[config.mk]
export PLATFORM = sky130hd
export DESIGN_NAME = regfile_wb_arbiter
export DESIGN_NICKNAME = d
export VERILOG_FILES = /design/src/rtl/regfile_wb_pkg.sv /design/src/rtl/wb_fifo.sv /design/src/rtl/regfile_wb_arbiter.sv
export SDC_FILE = /design/constraint.sdc
export NUM_CORES = 1
export LEC_CHECK = 0
export ABC_AREA = 1
export CAP_MARGIN = 20
export CORE_MARGIN = 2
export CORE_UTILIZATION = 35
export CTS_BUF_LIST = sky130_fd_sc_hd__clkbuf_4 sky130_fd_sc_hd__clkbuf_8
export CTS_CLUSTER_SIZE = 40
export DETAILED_ROUTE_END_ITERATION = 8
export PLACE_DENSITY = 0.59
export SLEW_MARGIN = 20
export SYNTH_ARGS = -nofsm -noshare
export SYNTH_HDL_FRONTEND = slang
export SYNTH_SLANG_ARGS = --single-unit
export TNS_END_PERCENT = 1
[constraint.sdc]
create_clock -name clk -period 4.5 [get_ports clk]
set_clock_uncertainty 0.05 [all_clocks]
set_input_delay 0.9 -clock clk [delete_from_list [all_inputs] [get_ports clk]]
set_output_delay 0.9 -clock clk [all_outputs]
set_load 0.01 [all_outputs]
[src/rtl/regfile_wb_pkg.sv]
// Shared types and sizes for the register-file write-back arbiter.
// Both the top module and its FIFO import this package.
package regfile_wb_pkg;

  localparam int XLEN       = 32;
  localparam int AW         = 5;
  localparam int DEF_QDEPTH = 4;
  localparam int DEF_STARVE = 8;

  typedef struct packed {
    logic [AW-1:0]   rd;
    logic [XLEN-1:0] data;
  } wb_entry_t;

endpackage

[src/rtl/wb_fifo.sv]
// Synchronous FIFO of write-back entries for the long-latency result path.
// Push while full and pop while empty are ignored.
module wb_fifo
  import regfile_wb_pkg::*;
#(
  parameter int DEPTH = DEF_QDEPTH
) (
  input  logic      clk,
  input  logic      rst,
  input  logic      push_i,
  input  logic      pop_i,
  input  wb_entry_t entry_i,
  output logic      full_o,
  output logic      empty_o,
  output wb_entry_t head_o
);

  localparam int PW = $clog2(DEPTH);
  localparam int CW = $clog2(DEPTH + 1);

  wb_entry_t       mem_q [DEPTH];
  logic [PW-1:0]   wr_ptr_q, rd_ptr_q;
  logic [CW-1:0]   count_q;
  logic            do_push, do_pop;

  assign full_o  = (count_q == CW'(DEPTH));
  assign empty_o = (count_q == '0);
  assign head_o  = mem_q[rd_ptr_q];
  assign do_push = push_i && !full_o;
  assign do_pop  = pop_i && !empty_o;

  always_ff @(posedge clk) begin
    if (rst) begin
      wr_ptr_q <= '0;
      rd_ptr_q <= '0;
      count_q  <= '0;
    end else begin
      // Depth is a power of two, so the pointers wrap by plain overflow.
      if (do_push) wr_ptr_q <= wr_ptr_q + 1'b1;
      if (do_pop)  rd_ptr_q <= rd_ptr_q + 1'b1;
      case ({do_push, do_pop})
        2'b10:   count_q <= count_q + 1'b1;
        2'b01:   count_q <= count_q - 1'b1;
        default: count_q <= count_q;
      endcase
    end
  end

  // NOTE: storage has no reset; count_q alone decides which entries are valid.
  always_ff @(posedge clk) begin
    if (do_push) mem_q[wr_ptr_q] <= entry_i;
  end

endmodule

[src/rtl/regfile_wb_arbiter.sv]
// Write-back arbiter: merges ALU and buffered long-latency results onto the
// single register-file write port and keeps the busy scoreboard for hazards.
module regfile_wb_arbiter
  import regfile_wb_pkg::*;
#(
  parameter int QDEPTH = DEF_QDEPTH,
  parameter int STARVE = DEF_STARVE
) (
  input  logic            clk,
  input  logic            rst,
  input  logic            iss_valid,
  input  logic            iss_long,
  input  logic [AW-1:0]   iss_rd,
  input  logic [AW-1:0]   rs1_addr,
  input  logic [AW-1:0]   rs2_addr,
  output logic            hazard,
  input  logic            a_valid,
  input  logic [AW-1:0]   a_rd,
  input  logic [XLEN-1:0] a_data,
  output logic            a_hold,
  input  logic            b_valid,
  output logic            b_ready,
  input  logic [AW-1:0]   b_rd,
  input  logic [XLEN-1:0] b_data,
  output logic            RegWrite,
  output logic [AW-1:0]   rd_addr,
  output logic [XLEN-1:0] write_data
);

  localparam int AGE_W = $clog2(STARVE + 1);
  localparam int NREG  = 2 ** AW;

  wb_entry_t        head, b_entry;
  logic             full, empty, starve, take_a, pop;
  logic [AGE_W-1:0] age_q, age_d;
  logic             we_q, we_d, from_b_q, from_b_d;
  logic [AW-1:0]    rd_q, rd_d;
  logic [XLEN-1:0]  data_q, data_d;
  logic [NREG-1:0]  busy_q, busy_d;

  assign b_entry = '{rd: b_rd, data: b_data};

  wb_fifo #(.DEPTH(QDEPTH)) u_fifo (
    .clk     (clk),
    .rst     (rst),
    .push_i  (b_valid),
    .pop_i   (pop),
    .entry_i (b_entry),
    .full_o  (full),
    .empty_o (empty),
    .head_o  (head)
  );

  // A starved FIFO head overrides the ALU; a write to x0 from A is not a claim.
  assign starve  = !empty && (age_q == AGE_W'(STARVE));
  assign take_a  = !starve && a_valid && (a_rd != '0);
  assign pop     = !empty && !take_a;
  assign a_hold  = starve;
  assign b_ready = !full;

  assign hazard = ((rs1_addr != '0) && busy_q[rs1_addr]) ||
                  ((rs2_addr != '0) && busy_q[rs2_addr]) ||
                  ((iss_rd   != '0) && busy_q[iss_rd]);

  // NOTE: every always_comb output gets a default first so no latch is inferred.
  always_comb begin
    age_d    = age_q;
    we_d     = 1'b0;
    from_b_d = 1'b0;
    rd_d     = rd_q;
    data_d   = data_q;
    busy_d   = busy_q;

    if (empty || pop)                    age_d = '0;
    else if (age_q != AGE_W'(STARVE))    age_d = age_q + 1'b1;

    if (take_a) begin
      we_d   = 1'b1;
      rd_d   = a_rd;
      data_d = a_data;
    end else if (pop && (head.rd != '0)) begin
      we_d     = 1'b1;
      from_b_d = 1'b1;
      rd_d     = head.rd;
      data_d   = head.data;
    end

    // Clear on the commit edge of a FIFO write; a same-cycle issue re-sets it.
    if (we_q && from_b_q) busy_d[rd_q] = 1'b0;
    if (iss_valid && iss_long && (iss_rd != '0)) busy_d[iss_rd] = 1'b1;
  end

  // NOTE: sequential state uses non-blocking assignments only.
  always_ff @(posedge clk) begin
    if (rst) begin
      age_q    <= '0;
      we_q     <= 1'b0;
      from_b_q <= 1'b0;
      rd_q     <= '0;
      data_q   <= '0;
      busy_q   <= '0;
    end else begin
      age_q    <= age_d;
      we_q     <= we_d;
      from_b_q <= from_b_d;
      rd_q     <= rd_d;
      data_q   <= data_d;
      busy_q   <= busy_d;
    end
  end

  assign RegWrite   = we_q;
  assign rd_addr    = rd_q;
  assign write_data = data_q;

endmodule

==> impl_results.html <==
<table>
<tr><th>Metric</th><th>Value</th></tr>
<tr><th colspan="2">Yosys</th></tr>
<tr><td>Main synth FF type</td><td>sky130_fd_sc_hd__edfxtp_1</td></tr>
<tr><td>Register bit total from synthesis</td><td>232</td></tr>
<tr><td>Count of different cell masters after synthesis</td><td>28</td></tr>
<tr><td>Sequential-to-total area share from yosys stat</td><td>58.33%</td></tr>
<tr><td>Yosys warning count</td><td>0</td></tr>
<tr><td>Number of nets produced by synthesis</td><td>around 1300</td></tr>
<tr><td>Number of enable-type register cells in the synthesized netlist</td><td>148</td></tr>
<tr><td>Fraction of post-synthesis cell area in the top cell type by area</td><td>between 40% and 50%</td></tr>
<tr><td>Mean area per synthesized cell</td><td>8.615 um2</td></tr>
<tr><td>Async set or reset register ratio after synthesis</td><td>0%</td></tr>
<tr><td>Cell taking the most area after synthesis</td><td>sky130_fd_sc_hd__edfxtp_1</td></tr>
<tr><td>Syn Inst Count</td><td>approximately 1200</td></tr>
<tr><td>Post-Syn Area</td><td>10500 um2</td></tr>
<tr><td>Biggest area contributors in the synthesized netlist</td><td>sky130_fd_sc_hd__edfxtp_1, sky130_fd_sc_hd__dfxtp_1, sky130_fd_sc_hd__nand2_1</td></tr>
<tr><th colspan="2">Placement</th></tr>
<tr><td>HPWL after detailed placement</td><td>between 15000 and 20000 um</td></tr>
<tr><td>Routability-driven placement congestion ratio</td><td>0.8975</td></tr>
<tr><td>Placed Area</td><td>12280 um2</td></tr>
<tr><td>Number of buffers added on ports</td><td>135</td></tr>
<tr><td>Count of placed standard cells including taps</td><td>1706</td></tr>
<tr><th colspan="2">Setup path</th></tr>
<tr><td>WP data arrival</td><td>about 3200 ps</td></tr>
<tr><td>Endpoint class of the critical path</td><td>primary output</td></tr>
<tr><td>Setup Crit Path Kind</td><td>primary input to primary output</td></tr>
<tr><td>Critical path launch point</td><td>iss_rd[2]</td></tr>
<tr><td>Required time of the critical path</td><td>between 3000 and 4000 ps</td></tr>
<tr><td>Worst path buffer plus inverter count</td><td>3</td></tr>
<tr><td>Most frequent CP cell</td><td>sky130_fd_sc_hd__nand2_1</td></tr>
<tr><td>CP max stage delay</td><td>about 600 ps</td></tr>
<tr><td>Critical path peak fanout</td><td>5</td></tr>
<tr><td>R2R Setup Slk</td><td>1190 ps</td></tr>
<tr><td>Kind of start point of the critical path</td><td>primary input</td></tr>
<tr><td>CP cell instances</td><td>clkdlybuf4s50_1 &gt; inv_1 &gt; nor3_1 &gt; o21ai_0 &gt; nand2_1 &gt; nor2_1 &gt; nand2_1 &gt; nand2_1 &gt; nand2_1 &gt; clkdlybuf4s50_1</td></tr>
<tr><td>Crit path max-delay cell type</td><td>sky130_fd_sc_hd__clkdlybuf4s50_1</td></tr>
<tr><td>Cell family with the largest share of critical-path delay</td><td>buffers and inverters</td></tr>
<tr><th colspan="2">Clocking</th></tr>
<tr><td>Clock latency on the worst-skew pair</td><td>520 ps</td></tr>
<tr><td>Clock sink total</td><td>232</td></tr>
<tr><td>Maximum clock path buffer count</td><td>3</td></tr>
<tr><td>Post-CTS repair timing setup buffer count</td><td>0</td></tr>
<tr><td>Post-cts sizing count</td><td>0</td></tr>
<tr><td>Number of buffers created by CTS</td><td>38</td></tr>
<tr><td>Clock root cell</td><td>sky130_fd_sc_hd__clkbuf_8</td></tr>
<tr><td>Post-CTS Hold Buffers</td><td>0</td></tr>
<tr><td>H-tree level count</td><td>2</td></tr>
<tr><td>TritonCTS clock tree</td><td>yes</td></tr>
<tr><td>Clock slew at the register clock pins of the worst setup and hold paths</td><td>60 ps</td></tr>
<tr><th colspan="2">Floorplanning</th></tr>
<tr><td>Standard-cell row count</td><td>63</td></tr>
<tr><td>Chip width</td><td>177.2 um</td></tr>
<tr><td>Y dimension of the die</td><td>177.2 um</td></tr>
<tr><td>Core Area</td><td>29560 um2</td></tr>
<tr><td>Area of the die</td><td>between 30000 and 40000 um2</td></tr>
<tr><td>Starting density of the core</td><td>35.53%</td></tr>
<tr><td>Number of I/O pins</td><td>136</td></tr>
<tr><th colspan="2">Final layout</th></tr>
<tr><td>Layout fillers</td><td>2963</td></tr>
<tr><td>Commonest non-fill, non-tap cells in the layout</td><td>sky130_fd_sc_hd__nand2_1, sky130_fd_sc_hd__edfxtp_1, sky130_fd_sc_hd__clkdlybuf4s50_1</td></tr>
<tr><td>Design Area, Final</td><td>13070 um2</td></tr>
<tr><td>Number of nets in the layout</td><td>1459</td></tr>
<tr><td>Leading cell type in the layout, fill and taps excluded</td><td>sky130_fd_sc_hd__nand2_1</td></tr>
<tr><td>Area grow syn2layout</td><td>24.41%</td></tr>
<tr><td>Number of standard cells in the layout, taps in and fillers out</td><td>1775</td></tr>
<tr><td>Layout cell share with drive strength beyond 1</td><td>7.298%</td></tr>
<tr><th colspan="2">Detailed routing</th></tr>
<tr><td>Count of vias placed by the detailed router</td><td>about 8800</td></tr>
<tr><td>Starting DRC count in detailed routing</td><td>576</td></tr>
<tr><td>Post-route ant nets</td><td>0</td></tr>
<tr><td>DRC</td><td>0</td></tr>
<tr><td>Final wirelength</td><td>around 30000 um</td></tr>
<tr><td>Via-per-instance ratio</td><td>4.938</td></tr>
<tr><td>Average detailed-routed wire length per instance</td><td>16.70 um</td></tr>
<tr><td>1st-pass router iterations</td><td>5</td></tr>
<tr><th colspan="2">Timing</th></tr>
<tr><td>Count of endpoints failing hold in the final timing report</td><td>0</td></tr>
<tr><td>Endpoints failing setup</td><td>0</td></tr>
<tr><td>Relative slew margins</td><td>a little over a third</td></tr>
<tr><td>Post-route clock period utilization</td><td>92.48%</td></tr>
<tr><td>Upper clock frequency limit</td><td>0.2403 GHz</td></tr>
<tr><td>Setup repair after global routing missed its margin</td><td>no</td></tr>
<tr><td>Actual transition at the worst max-transition pin</td><td>approximately 960 ps</td></tr>
<tr><td>Number of max-slew violations in the final report</td><td>0</td></tr>
<tr><td>Clock period minus final worst setup slack</td><td>4162 ps</td></tr>
<tr><td>Summed negative setup slack over all endpoints</td><td>0 ps</td></tr>
<tr><th colspan="2">GRT</th></tr>
<tr><td>Pin count of the biggest net entering global routing</td><td>75</td></tr>
<tr><td>Wire length of the first global-routing pass</td><td>~46000 um</td></tr>
<tr><td>Vias in the first global route</td><td>~8400</td></tr>
<tr><td>Number of antenna violations at the first check in global routing</td><td>2</td></tr>
<tr><td>Global Route Usage Sum</td><td>roughly a fifth</td></tr>
<tr><td>GRT Residual Overflow</td><td>0</td></tr>
<tr><th colspan="2">Power</th></tr>
<tr><td>Cell Pwr Density</td><td>459.0 nW/um2</td></tr>
<tr><td>Leakage Power</td><td>between 5 and 6 nW</td></tr>
<tr><td>Worst-case vdd ir drop</td><td>around 0.00027 V</td></tr>
<tr><th colspan="2">Run status</th></tr>
<tr><td>Result of the run</td><td>complete, no violations</td></tr>
<tr><th colspan="2">Job</th></tr>
<tr><td>Number of maximum-capacitance constraint violations</td><td>0</td></tr>
<tr><th colspan="2">Worst hold path</th></tr>
<tr><td>Worst min-delay path category</td><td>register to register</td></tr>
<tr><td>HP Start</td><td>u_fifo.rd_ptr_q[1]</td></tr>
</table>
==> path summary, 6_finish.rpt <==
check / to / cells after the start
hold / removal: register / 2
setup reg to reg: write_data[15] / 8
setup / recovery: hazard / 10
hold reg to reg: register / 2
==> per-layer routing <==
metal / global-route usage, % / up-vias / part of all wire [%]
met5: 0 / - / 0.044
met4: 6.680 / 2 / 2.7
met3: 3.265 / 45 / 6.3
met2: 31.76 / 259 / 48
met1: 24.60 / 4085 / 43
li1: - / 4374 / -
==> area by class of cell <==
| type | count | area [um2] | share of cell area (%) |
|---|---|---|---|
| clock buffers | 59 | 730.7 | 5.593 |
| diodes | 1 | 2.502 | 0.01915 |
| clock inverters | 9 | 48.80 | 0.3735 |
| inverters | 106 | 397.9 | 3.045 |
| flip-flops and latches | 232 | 6127 | 46.90 |
| multi-input cells | 819 | 3739 | 28.62 |
| well taps | 390 | 488.0 | 3.735 |
| repair buffers | 159 | 1531 | 11.72 |
==> synthesized netlist by cell type (4+ instances only) <==
library cell,number
sky130_fd_sc_hd__dfxtp_1,84
sky130_fd_sc_hd__inv_1,100
sky130_fd_sc_hd__nand2_1,318
sky130_fd_sc_hd__a21oi_1,79
sky130_fd_sc_hd__nand3_1,103
sky130_fd_sc_hd__edfxtp_1,148
sky130_fd_sc_hd__nor3_1,9
sky130_fd_sc_hd__buf_2,17
sky130_fd_sc_hd__clkinv_1,4
sky130_fd_sc_hd__clkbuf_1,36
sky130_fd_sc_hd__buf_4,4
sky130_fd_sc_hd__nor2_1,128
sky130_fd_sc_hd__ha_1,7
sky130_fd_sc_hd__o22ai_1,40
sky130_fd_sc_hd__o21ai_0,124
==> power by group <==
group	internal [mW]	switching (mW)
registers	2.52	0.115
clock network	1.04	0.797
logic	0.568	0.966
total	4.12	1.88
==> registers in the layout, indices dropped and copies added (netlist names), named ones only <==
register         count
u_fifo.wr_ptr_q      2
RegWrite             1
u_fifo.rd_ptr_q      2
u_fifo.count_q       3
from_b_q             1
busy_q              32
write_data          32
rd_addr              5
age_q                4
u_fifo.mem_q       148
==> cell families after synthesis <==
kind of cell / after synthesis / share of synthesized area [%]
compound gates: 246 / 12.27
xor+xnor: 2 / 0.1668
fa+ha+maj: 8 / 1.025
buf+inv: 168 / 6.493
flops: 232 / 58.33
simple gates: 563 / 21.71
==> worst min-delay path, stage by stage, from the launching register on <==
cell and delay, ps:
sky130_fd_sc_hd__dfxtp_1 300, sky130_fd_sc_hd__inv_1 50, sky130_fd_sc_hd__a21oi_1 70
==> through the flow <==
stage / total power, mW / util, % / worst slack (ps) / hold slack [ps]
6_report: 5.997 / 44.20 / 338.3 / 423.3
2_1_floorplan: 3.625 / - / 1381 / 381.3
4_1_cts: 6.068 / 44.19 / 353.4 / 422.4
5_1_grt: 6.355 / 44.20 / 171.0 / 447.1
3_3_place_gp: 4.200 / 41.55 / 423.8 / 400.2
3_5_place_dp: 4.217 / 41.55 / 368.5 / 410.3
No activity file was read; power rests on OpenSTA's default activity.
